[src/rtl/pipeline_ctrl_pkg.sv]
// Shared types and constants for the pipeline stall/flush sequencer.
// Control bundle order: pc, if_id write/flush, id_ex bubble/write, ex_mem, mem_wb.
package pipeline_ctrl_pkg;

  localparam int MEM_TIMEOUT_DEF = 255;
  localparam int WAIT_W_DEF      = 8;
  localparam int STALL_CNT_W_DEF = 16;

  typedef enum logic [1:0] {
    ST_IDLE     = 2'd0,
    ST_RUN      = 2'd1,
    ST_MEM_WAIT = 2'd2,
    ST_ERROR    = 2'd3
  } state_e;

  typedef struct packed {
    logic pc_write;
    logic if_id_write;
    logic if_id_flush;
    logic id_ex_bubble;
    logic id_ex_write;
    logic ex_mem_write;
    logic mem_wb_bubble;
  } ctrl_t;

  localparam ctrl_t CTRL_ADVANCE = '{
    pc_write:     1'b1,
    if_id_write:  1'b1,
    if_id_flush:  1'b0,
    id_ex_bubble: 1'b0,
    id_ex_write:  1'b1,
    ex_mem_write: 1'b1,
    mem_wb_bubble: 1'b0
  };

  localparam ctrl_t CTRL_HOLD = '0;

  localparam ctrl_t CTRL_MEM_FREEZE = '{
    pc_write:     1'b0,
    if_id_write:  1'b0,
    if_id_flush:  1'b0,
    id_ex_bubble: 1'b0,
    id_ex_write:  1'b0,
    ex_mem_write: 1'b0,
    mem_wb_bubble: 1'b1
  };

  localparam ctrl_t CTRL_LOAD_USE = '{
    pc_write:     1'b0,
    if_id_write:  1'b0,
    if_id_flush:  1'b0,
    id_ex_bubble: 1'b1,
    id_ex_write:  1'b1,
    ex_mem_write: 1'b1,
    mem_wb_bubble: 1'b0
  };

  localparam ctrl_t CTRL_BRANCH = '{
    pc_write:     1'b1,
    if_id_write:  1'b1,
    if_id_flush:  1'b1,
    id_ex_bubble: 1'b0,
    id_ex_write:  1'b1,
    ex_mem_write: 1'b1,
    mem_wb_bubble: 1'b0
  };

endpackage

[src/rtl/sat_counter.sv]
// Saturating up-counter with synchronous clear (clear wins over inc).
// Holds at all-ones once reached.
module sat_counter #(
  parameter int W = 8
) (
  input  logic         clk_i,
  input  logic         rst_i,
  input  logic         clear_i,
  input  logic         inc_i,
  output logic [W-1:0] count_o
);

  logic [W-1:0] r_count;
  logic         w_full;

  assign w_full  = &r_count;
  assign count_o = r_count;

  always_ff @(posedge clk_i or negedge rst_i) begin
    if (!rst_i) begin
      r_count <= '0;
    end else if (clear_i) begin
      r_count <= '0;
    end else if (inc_i && !w_full) begin
      r_count <= r_count + 1'b1;
    end
  end

endmodule

[src/rtl/pipeline_control_unit.sv]
// Stall/flush sequencer: load-use, ID branch flush and memory wait states.
// Outputs are combinational from state and inputs so a memory hit is free.
module pipeline_control_unit
  import pipeline_ctrl_pkg::*;
#(
  parameter int MEM_TIMEOUT = MEM_TIMEOUT_DEF,
  parameter int WAIT_W      = WAIT_W_DEF,
  parameter int STALL_CNT_W = STALL_CNT_W_DEF
) (
  input  logic                   clk_i,
  input  logic                   rst_i,
  input  logic                   start_i,
  input  logic                   hazard_i,
  input  logic                   branch_taken_i,
  input  logic                   mem_req_i,
  input  logic                   mem_ready_i,
  output logic                   pc_write_o,
  output logic                   if_id_write_o,
  output logic                   if_id_flush_o,
  output logic                   id_ex_bubble_o,
  output logic                   id_ex_write_o,
  output logic                   ex_mem_write_o,
  output logic                   mem_wb_bubble_o,
  output logic [STALL_CNT_W-1:0] stall_cycles_o,
  output logic                   timeout_o
);

  localparam logic [WAIT_W-1:0] TO_LAST = WAIT_W'(MEM_TIMEOUT - 1);

  state_e           r_state;
  state_e           w_next;
  ctrl_t            w_ctrl;
  logic             w_active;
  logic             w_mem_stall;
  logic             w_wait_inc;
  logic             w_stall_inc;
  logic [WAIT_W-1:0] w_wait_cnt;

  assign w_active = (r_state == ST_RUN) || (r_state == ST_MEM_WAIT);

  // MEM_WAIT keeps freezing until ready, regardless of mem_req_i
  assign w_mem_stall =
    ((r_state == ST_RUN) && mem_req_i && !mem_ready_i) ||
    ((r_state == ST_MEM_WAIT) && !mem_ready_i);

  assign w_wait_inc  = (r_state == ST_MEM_WAIT) && !mem_ready_i;
  assign w_stall_inc = w_active && !w_ctrl.pc_write;

  always_ff @(posedge clk_i or negedge rst_i) begin
    if (!rst_i) begin
      r_state <= ST_IDLE;
    end else begin
      r_state <= w_next;
    end
  end

  always_comb begin
    w_next = r_state;
    unique case (r_state)
      ST_IDLE: begin
        if (start_i) w_next = ST_RUN;
      end
      ST_RUN: begin
        if (w_mem_stall)   w_next = ST_MEM_WAIT;
        else if (!start_i) w_next = ST_IDLE;
      end
      ST_MEM_WAIT: begin
        if (mem_ready_i)              w_next = ST_RUN;
        else if (w_wait_cnt == TO_LAST) w_next = ST_ERROR;
      end
      ST_ERROR: w_next = ST_ERROR;
      default:  w_next = ST_IDLE;
    endcase
  end

  always_comb begin
    w_ctrl = CTRL_HOLD;
    if (w_active) begin
      if (w_mem_stall)         w_ctrl = CTRL_MEM_FREEZE;
      else if (hazard_i)       w_ctrl = CTRL_LOAD_USE;
      else if (branch_taken_i) w_ctrl = CTRL_BRANCH;
      else                     w_ctrl = CTRL_ADVANCE;
    end
  end

  assign pc_write_o      = w_ctrl.pc_write;
  assign if_id_write_o   = w_ctrl.if_id_write;
  assign if_id_flush_o   = w_ctrl.if_id_flush;
  assign id_ex_bubble_o  = w_ctrl.id_ex_bubble;
  assign id_ex_write_o   = w_ctrl.id_ex_write;
  assign ex_mem_write_o  = w_ctrl.ex_mem_write;
  assign mem_wb_bubble_o = w_ctrl.mem_wb_bubble;
  assign timeout_o       = (r_state == ST_ERROR);

  sat_counter #(.W(WAIT_W)) u_wait_cnt (
    .clk_i   (clk_i),
    .rst_i   (rst_i),
    .clear_i (!w_wait_inc),
    .inc_i   (w_wait_inc),
    .count_o (w_wait_cnt)
  );

  sat_counter #(.W(STALL_CNT_W)) u_stall_cnt (
    .clk_i   (clk_i),
    .rst_i   (rst_i),
    .clear_i (1'b0),
    .inc_i   (w_stall_inc),
    .count_o (stall_cycles_o)
  );

endmodule

[config.mk]
export PLATFORM = sky130hd
export DESIGN_NAME = pipeline_control_unit
export DESIGN_NICKNAME = d
export VERILOG_FILES = /design/src/rtl/pipeline_ctrl_pkg.sv /design/src/rtl/sat_counter.sv /design/src/rtl/pipeline_control_unit.sv
export SDC_FILE = /design/constraint.sdc
export NUM_CORES = 1
export LEC_CHECK = 0
export CELL_PAD_IN_SITES_DETAIL_PLACEMENT = 0
export CELL_PAD_IN_SITES_GLOBAL_PLACEMENT = 2
export CORE_MARGIN = 1.5
export CORE_UTILIZATION = 31
export CTS_CLUSTER_SIZE = 40
export DETAILED_ROUTE_END_ITERATION = 8
export GPL_TIMING_DRIVEN = 1
export MAX_ROUTING_LAYER = met4
export PLACE_DENSITY_LB_ADDON = 0.1
export SETUP_SLACK_MARGIN = 0.15
export SLEW_MARGIN = 10
export SYNTH_ARGS = -nofsm -noshare
export SYNTH_HDL_FRONTEND = slang
export SYNTH_SLANG_ARGS = --single-unit
[constraint.sdc]
create_clock -name clk_i -period 2.3 [get_ports clk_i]
set_input_delay 0.69 -clock clk_i [delete_from_list [all_inputs] [get_ports clk_i]]
set_output_delay 0.69 -clock clk_i [all_outputs]
set_load 0.02 [all_outputs]
==> results of run 1 <==
==> worst max-delay path: cells and delay by family, from the launching register on <==
kind	cells	cell delay, ps
flops	1	440
simple gates	3	370
buf+inv	2	240
fa+ha+maj	1	170
compound gates	1	100
==> what timing repair did <==
action	4_1_cts	5_1_grt
pin swaps	2	2
endpoints found under the setup margin	10	16
setup buffers	2	3
resized for setup	51	14
==> area by class of cell <==
| class | count | area share |
|---|---|---|
| Clock buffer | 3 | 0.0191 |
| Tap cell | 54 | 0.0313 |
| Inverter | 10 | 0.0174 |
| Timing Repair Buffer | 53 | 0.214 |
| Multi-Input combinational cell | 111 | 0.416 |
| Sequential cell | 26 | 0.302 |
==> metal layers <==
metal	share of wire	global-route usage	vias to the layer above	routed length, um
met5	0	-	-	0
met3	0.024	0.0249	5	87
met2	0.51	0.255	17	1800
met4	0.0093	0.0419	0	33
met1	0.46	0.191	613	1630
li1	-	-	637	-
==> registers in the layout (all words and copies together), names as in the netlist <==
register / cells
u_wait_cnt.count_o: 8
u_stall_cnt.count_o: 16
r_state: 2
==> cells in the final DEF, fill, tap and decap left out, drive strengths merged, types with 6 or more instances in the layout <==
cell,instances
buf,30
dfrtp,26
clkdlybuf4s50,19
nor2,13
xor2,12
inv,10
ha,9
nand3,8
nor3,8
nand2,8
nor4,8
nand4,6
==> final timing paths <==
path | to | cells past startpoint | startpoint | slack, ps
max reg2reg | u_stall_cnt.count_o[14] | 10 | r_state[1] | 240
max | if_id_flush_o | 7 | r_state[1] | 8
min reg2reg | u_stall_cnt.count_o[7] | 1 | u_stall_cnt.count_o[7] | 500
min in group asynchronous | r_state[1] | 2 | rst_i | 790
min | u_stall_cnt.count_o[7] | 1 | u_stall_cnt.count_o[7] | 500
max in group asynchronous | r_state[0] | 2 | rst_i | 1240
==> per-stage QoR <==
step / setup slack [ps] / hold slack [ps] / instances / setup TNS (ps) / power, mW
2_1_floorplan: 59.8 / 394 / 149 / 0 / 0.469
3_3_place_gp: -665 / 479 / 249 / -5010 / 0.497
3_5_place_dp: -701 / 487 / 249 / -5400 / 0.497
4_1_cts: -15.7 / 504 / 254 / -27.8 / 0.769
5_1_grt: -79.7 / 544 / 257 / -219 / 0.788
6_report: 7.85 / 501 / 257 / 0 / 0.753
==> power breakdown <==
group          leakage [nW]  internal, mW  switching, mW
sequential            0.342         0.457              0
clock                0.0216         0.118          0.149
combinational         0.652        0.0139         0.0164
==> cell families after synthesis <==
| group | count (synthesis) |
|---|---|
| AOI/OAI and AO/OA | 13 |
| xor gates and xnor gates | 15 |
| adders and majority gates | 9 |
| buffers and inverters | 12 |
| DFF | 26 |
| muxes | 6 |
| and+or+nand+nor | 68 |
==> impl_metrics.py, run 1 <==
metrics = {
    "synthesis": {
        "syn-cell-area_um2": 1500,
        "yosysMostFrequentCell": "dfrtp_1",
        "synthDistinctLibCells": 37,
        "ys.flop_type": "dfrtp_1",
        "ys_seq_area_frac": 0.433,
        "synth_top_family_by_area": "simple AND/OR/NAND/NOR gates",
        "synth_top_area_frac": 0.433,
        "avgSynthCellArea_um2": 10.1,
        "yosys.area_share.adder": 0.0749,
        "synth_common_cells": "26 x dfrtp_1, 12 x nor2_1, 12 x xor2_1, 10 x inv_1, 9 x ha_1",
        "syn-num-nets": 165,
        "muxShareOfSynthArea": 0.0450,
        "ys_warn_count": 0,
        "synthXorXnorAreaFrac": 0.0874,
        "synth_compound_area_frac": 0.0558,
        "ys_ff_latch": 26,
        "synth.largest_area_cell": "dfrtp_1",
        "synthSimpleGateAreaFrac": 0.269,
        "async_reset_ff_frac": 1.00,
        "synth_edf_count": 0,
        "synthCells": 149,
        "synthTopCellsByArea": "dfrtp_1 43%, ha_1 7.5%, xor2_1 7.0%",
    },
    "floorplanning": {
        "dieArea_um2": 5270,
        "fp.coreArea_um2": 4690,
        "die_h_um": 72.6,
        "rows": 25,
        "dieWidth_um": 72.6,
        "io_pins": 31,
        "initial_utilization": 0.320,
    },
    "placed_design": {
        "gp_congestion": 0.773,
        "dp_hpwl_um": 2530,
        "dpl_cell_area_um2": 1990,
        "io_buffers": 30,
    },
    "global_route": {
        "grt_pass1_wl_um": 6210,
        "grt_antenna_before_repair": 0,
        "track_usage": 0.152,
        "grt_start_max_net_pins": 27,
        "grt-ovfl-total": 0,
        "grt_pass1_vias": 1322,
    },
    "power": {
        "p_leak_nw": 1.02,
        "pwr_density_cell_nw_per_um2": 349,
        "vdd_drop_max_mv": 0.188,
    },
    "clocking": {
        "path_clk_slew_ps": 90,
        "clk_latency_ps": 270,
        "ctsRootBufferMaster": "clkbuf_8",
        "cts_buffer_depth": 2,
        "cts_tree": "built",
        "cts_htree_levels": 1,
        "holdBufCountCts": 0,
        "clock_sinks": 26,
        "cts_buffers": 3,
    },
    "sta": {
        "slew_viol_final": 0,
        "hold_viol": 0,
        "fin_crit_sh": 0.997,
        "setup_viol": 0,
        "worst_pin_slew_ps": 573,
        "fin_crit_ps": 2290,
        "rsz0062_at_grt": "yes",
        "fmax_mhz": 436,
        "max_slew_margin": 0.615,
        "finalClockSkew_ps": 2.45,
    },
    "finish": {
        "finalInstanceArea_um2": 2160,
        "fill_cells": 456,
        "post-route-util": 0.460,
        "seq_area_um2": 652,
        "diodes": 0,
        "multi_input_area_um2": 897,
        "drive_gt1_frac": 0.291,
        "syn_to_final_growth_pct": 43.6,
        "fin_nets": 221,
    },
    "run": {
        "maxCapViolations": 0,
    },
    "drt": {
        "viasPerCell": 4.95,
        "drt_pre_antenna_iters": 4,
        "num_vias": 1272,
        "wl_per_cell_um": 13.8,
        "drc_errors": 0,
        "drt-total-wl_um": 3560,
        "ant_nets": 0,
        "first_iter_violations": 49,
    },
    "worst_setup_path": {
        "critPathSlowestCell": "dfrtp_1",
        "crit_chain": "inv_2, ha_4, a21oi_2, or2_4, nand2_4, nor3b_2, buf_4",
        "cp.required_ps": 1610,
        "max_stage_delay_ps": 440,
        "critPathArrivalTime_ps": 1600,
        "crit_type": "reg2out",
        "path_max_fanout": 4,
        "end_kind": "primary output",
        "cp-start-kind": "register",
    },
    "status": {
        "outcome": "finished clean",
    },
    "hold_path": {
        "hp-class": "reg2reg",
    },
}
No activity file was read; power rests on OpenSTA's default activity.
==> run 2: changes to the inputs <==
Settings changed: MAX_ROUTING_LAYER met4 to not set.
==> run 2 against run 1 <==
Clock power barely moved. Global-route usage down 0.47 points. Core utilization stayed put. Critical path depth stayed put. Worst hold slack unchanged. Worst setup slack is essentially flat. Register-to-register slack barely moved. Non-clock buffer count unchanged. Combinational power about the same. Design area stayed put. Sequential cell count unchanged. Clock skew hardly changed.
==> impl_metrics.py, run 2 (synthesized netlist as in run 1, its figures left out) <==
metrics = {
    "run": {
        "maxCapViolations": 0,
    },
    "finish": {
        "seq_area_um2": 652,
        "drive_gt1_frac": 0.291,
        "fill_cells": 456,
        "post-route-util": 0.460,
        "fin_nets": 221,
        "multi_input_area_um2": 897,
        "final_cells": 257,
        "syn_to_final_growth_pct": 43.6,
        "finalInstanceArea_um2": 2160,
        "largest_reg_flops": 16,
        "layout_common_cells": "25 x buf_4, 25 x dfrtp_1, 19 x clkdlybuf4s50_1, 12 x xor2_1, 11 x nor2_1",
        "diodes": 0,
    },
    "sta": {
        "finalClockSkew_ps": 2.40,
        "fin_crit_ps": 2290,
        "setup_viol": 0,
        "slew_viol_final": 0,
        "fmax_mhz": 436,
        "hold_viol": 0,
        "rsz0062_at_grt": "yes",
        "whs_ps": 501,
        "setup_slack_ps": 7.90,
        "worst_pin_slew_ps": 573,
        "max_slew_margin": 0.615,
        "fin_crit_sh": 0.997,
    },
    "floorplanning": {
        "dieArea_um2": 5270,
        "initial_utilization": 0.320,
        "fp.coreArea_um2": 4690,
        "io_pins": 31,
        "dieWidth_um": 72.6,
        "rows": 25,
        "die_h_um": 72.6,
    },
    "power": {
        "p_leak_nw": 1.02,
        "pwr_density_cell_nw_per_um2": 349,
        "vdd_drop_max_mv": 0.188,
    },
    "global_route": {
        "grt_pass1_wl_um": 6200,
        "track_usage": 0.148,
        "grt_start_max_net_pins": 27,
        "grt-ovfl-total": 0,
        "grt_pass1_vias": 1322,
        "grt_antenna_before_repair": 0,
    },
    "worst_setup_path": {
        "path_max_fanout": 4,
        "cp.required_ps": 1610,
        "crit_type": "reg2out",
        "critPathArrivalTime_ps": 1600,
        "cp-start-kind": "register",
        "end_kind": "primary output",
    },
    "clocking": {
        "path_clk_slew_ps": 90,
        "clock_sinks": 26,
        "cts_buffer_depth": 2,
        "clk_latency_ps": 270,
        "cts_buffers": 3,
        "cts_htree_levels": 1,
        "ctsRootBufferMaster": "clkbuf_8",
        "cts_tree": "built",
        "holdBufCountCts": 0,
    },
    "drt": {
        "first_iter_violations": 52,
        "num_vias": 1269,
        "ant_nets": 0,
        "drt_pre_antenna_iters": 4,
        "topRoutingLayerUsed": "met4",
        "wl_met1_um": 1640,
        "drt-total-wl_um": 3560,
        "wl_met3_um": 88,
        "wl_per_cell_um": 13.9,
        "route.met2.wl_um": 1800,
        "viasPerCell": 4.94,
        "drc_errors": 0,
    },
    "hold_path": {
        "hp-class": "reg2reg",
    },
    "placed_design": {
        "dp.cells": 249,
        "io_buffers": 30,
        "place_ws_ps": -701,
        "gp_congestion": 0.763,
        "dp_hpwl_um": 2530,
        "dpl_cell_area_um2": 1990,
    },
    "status": {
        "outcome": "finished clean",
    },
}
==> run 2: cell counts in the layout (fill, tap and decap cells not counted) <==
No cell type changed its count.
==> run 2: where the power goes <==
part	total [mW]	switching, mW	internal [mW]
Sequential	0.457	0	0.457
Clock	0.266	0.149	0.118
Combinational	0.0303	0.0164	0.0139
Total	0.753	0.165	0.588
==> run 2: area by class of cell <==
cell class | instances | area share
Multi-Input combinational cell | 111 | 0.416
Sequential cell | 26 | 0.302
Clock buffer | 3 | 0.0191
Tap cell | 54 | 0.0313
Timing Repair Buffer | 53 | 0.214
Inverter | 10 | 0.0174
==> run 2: through the flow <==
| stage | setup TNS, ps | total power, mW |
|---|---|---|
| 5_1_grt | -219 | 0.788 |
| 4_1_cts | -27.8 | 0.769 |
| 3_3_place_gp | -5010 | 0.497 |
| 3_5_place_dp | -5400 | 0.497 |
| 6_report | 0 | 0.753 |
| 2_1_floorplan | 0 | 0.469 |
==> run 2: metal layers <==
| layer | track usage | vias to the layer above |
|---|---|---|
| met5 | 0 | - |
| met4 | 0.0419 | 0 |
| li1 | - | 637 |
| met2 | 0.255 | 17 |
| met3 | 0.0249 | 5 |
| met1 | 0.190 | 610 |
==> run 2: critical path, cell delays in order (launching register included) <==
cell	delay [ps]
dfrtp_1	440
inv_2	80
ha_4	170
a21oi_2	100
or2_4	150
nand2_4	60
nor3b_2	160
buf_4	160
==> run 2: repair_timing <==
action / 4_1_cts / 5_1_grt
resized for setup: 51 / 14
pin swaps: 2 / 2
endpoints found under the setup margin: 10 / 16
hold endpoints to repair: 0 / 0
setup buffers: 2 / 3
==> run 2: path summary, 6_finish.rpt <==
path	startpoint	endpoint	slack (ps)	depth (start not counted)
min in group asynchronous	rst_i	r_state[1]	790	2
max	r_state[1]	if_id_flush_o	8	7
min reg2reg	u_stall_cnt.count_o[7]	u_stall_cnt.count_o[7]	500	1
min	u_stall_cnt.count_o[7]	u_stall_cnt.count_o[7]	500	1
max reg2reg	r_state[1]	u_stall_cnt.count_o[14]	230	10
max in group asynchronous	rst_i	r_state[0]	1240	2
==> run 3: changes to the inputs <==
Settings changed: CORE_ASPECT_RATIO set to 0.8, CORE_MARGIN 1.5 to 10, REMOVE_ABC_BUFFERS set to 1.
==> run 3 against run 2 <==
Sequential power about the same. Sequential cell count unchanged. Worst hold slack better by 3.7 ps. Sequential share of layout area up 0.21 points. First-iteration DRC count down 1.9%. Count of clock-buffer cells in the layout unchanged. Combinational power down 3%. Core utilization up 0.27 points. Global-route usage down 5.3 points. Wire length up 2.6%.
==> impl_metrics.py, run 3 (synthesized netlist as in run 1, its figures left out) <==
metrics = {
    "global_route": {
        "grt-ovfl-total": 0,
        "grt_antenna_before_repair": 0,
        "grt_pass1_wl_um": 6300,
        "grt_pass1_vias": 1325,
        "track_usage": 0.0951,
        "grt_start_max_net_pins": 27,
    },
    "drt": {
        "viasPerCell": 4.77,
        "drt-total-wl_um": 3660,
        "drt_pre_antenna_iters": 4,
        "first_iter_violations": 51,
        "drc_errors": 0,
        "num_vias": 1246,
        "wl_per_cell_um": 14.0,
        "ant_nets": 0,
    },
    "sta": {
        "rsz0062_at_grt": "yes",
        "slew_viol_final": 0,
        "hold_viol": 0,
        "setup_slack_ps": 2.58,
        "max_slew_margin": 0.601,
        "fmax_mhz": 435,
        "fin_crit_sh": 0.999,
        "finalClockSkew_ps": 2.69,
        "worst_pin_slew_ps": 594,
        "fin_crit_ps": 2300,
        "setup_viol": 0,
    },
    "floorplanning": {
        "die_h_um": 82.3,
        "initial_utilization": 0.325,
        "io_pins": 31,
        "rows": 22,
        "dieArea_um2": 8050,
        "dieWidth_um": 97.8,
        "fp.coreArea_um2": 4620,
    },
    "placed_design": {
        "dpl_cell_area_um2": 2000,
        "place_ws_ps": -724,
        "io_buffers": 30,
        "gp_congestion": 0.774,
        "dp.cells": 255,
        "dp_hpwl_um": 2710,
    },
    "finish": {
        "drive_gt1_frac": 0.274,
        "diodes": 0,
        "mostFrequentLayoutCell": "dfrtp_1",
        "final_cells": 261,
        "largest_reg_flops": 16,
        "syn_to_final_growth_pct": 42.4,
        "finalInstanceArea_um2": 2140,
        "fin_nets": 218,
        "layout_common_cells": "26 x dfrtp_1, 25 x buf_4, 18 x clkdlybuf4s50_1, 12 x xor2_1, 11 x nor2_1",
    },
    "clocking": {
        "clock_sinks": 26,
        "cts_buffer_depth": 2,
        "cts_htree_levels": 1,
        "path_clk_slew_ps": 100,
        "cts_tree": "built",
        "ctsRootBufferMaster": "clkbuf_8",
        "cts_buffers": 3,
        "clk_latency_ps": 280,
    },
    "hold_path": {
        "hold_depth": 1,
        "hp-class": "reg2reg",
        "min_from": "u_stall_cnt.count_o[7]",
    },
    "power": {
        "pwr_density_cell_nw_per_um2": 412,
        "vdd_drop_max_mv": 0.246,
        "p_leak_nw": 1.03,
    },
    "worst_setup_path": {
        "reg2regPathDepth": 9,
        "crit_type": "reg2out",
        "cp-start-kind": "register",
        "critPathArrivalTime_ps": 1610,
        "cp.required_ps": 1610,
        "end_kind": "primary output",
        "path_max_fanout": 4,
        "cp-startpoint": "r_state[0]",
        "reg2reg_from": "r_state[0]",
    },
    "run": {
        "maxCapViolations": 0,
    },
    "status": {
        "outcome": "finished clean",
    },
}
run 3: cell count changes in the layout (fill, tap and decap cells not counted), sizes merged:
cell and change:
buf -3, bufinv +1, clkdlybuf4s15 +1, clkdlybuf4s50 -1
dlygate4sd2 -1, dlymetal6s2s +1
run 3: routing by layer:
| metal | routed length [um] | part of all wire | vias up | global-route usage |
|---|---|---|---|---|
| li1 | - | - | 637 | - |
| met1 | 1780 | 0.49 | 575 | 0.120 |
| met2 | 1540 | 0.42 | 29 | 0.142 |
| met3 | 301 | 0.082 | 5 | 0.0465 |
| met4 | 31 | 0.0085 | 0 | 0.0261 |
| met5 | 0 | 0 | - | 0 |
run 3: layout make-up:
type / count / area (um2)
clock buffers: 3 / 41.3
repair buffers: 50 / 439
multi-input cells: 111 / 866
fillers: 450 / 2480
clock inverters: 1 / 30.0
well taps: 60 / 75.1
inverters: 10 / 37.5
flip-flops and latches: 26 / 651
run 3: worst max-delay path, cell delays in order, from the launching register on:
cell,delay (ps)
dfrtp_1,440
inv_2,60
ha_2,190
a21oi_2,110
or2_4,160
nand2_4,60
nor3b_2,150
buf_4,160
run 3: report_power, final:
group	leakage [nW]	internal, mW	total (mW)	switching, mW
clock network	0.0357	0.233	0.395	0.162
registers	0.343	0.457	0.457	0
logic	0.650	0.0141	0.0295	0.0155
total	1.03	0.704	0.881	0.177
run 3: final timing paths:
check | slack (ps) | end
max reg2reg | 330 | u_stall_cnt.count_o[1]
min | 510 | u_stall_cnt.count_o[7]
max | 3 | if_id_flush_o
min reg2reg | 510 | u_stall_cnt.count_o[7]
max in group asynchronous | 1260 | u_stall_cnt.count_o[6]
min in group asynchronous | 780 | u_wait_cnt.count_o[6]
run 3: per-stage QoR:
stage	util	hold WS, ps	setup TNS (ps)	power (mW)
floorplan	-	394	0	0.469
global placement	0.432	480	-4860	0.497
detailed placement	0.432	491	-5110	0.497
CTS	0.454	510	-0.247	0.902
global route	0.463	524	-413	0.928
finish	0.463	505	0	0.881
run 3: repair_timing:
action	4_1_cts	5_1_grt
setup endpoints to repair	8	15
hold buffers	0	0
pin swaps	4	2
gates resized for setup	52	9
buffers inserted	0	2
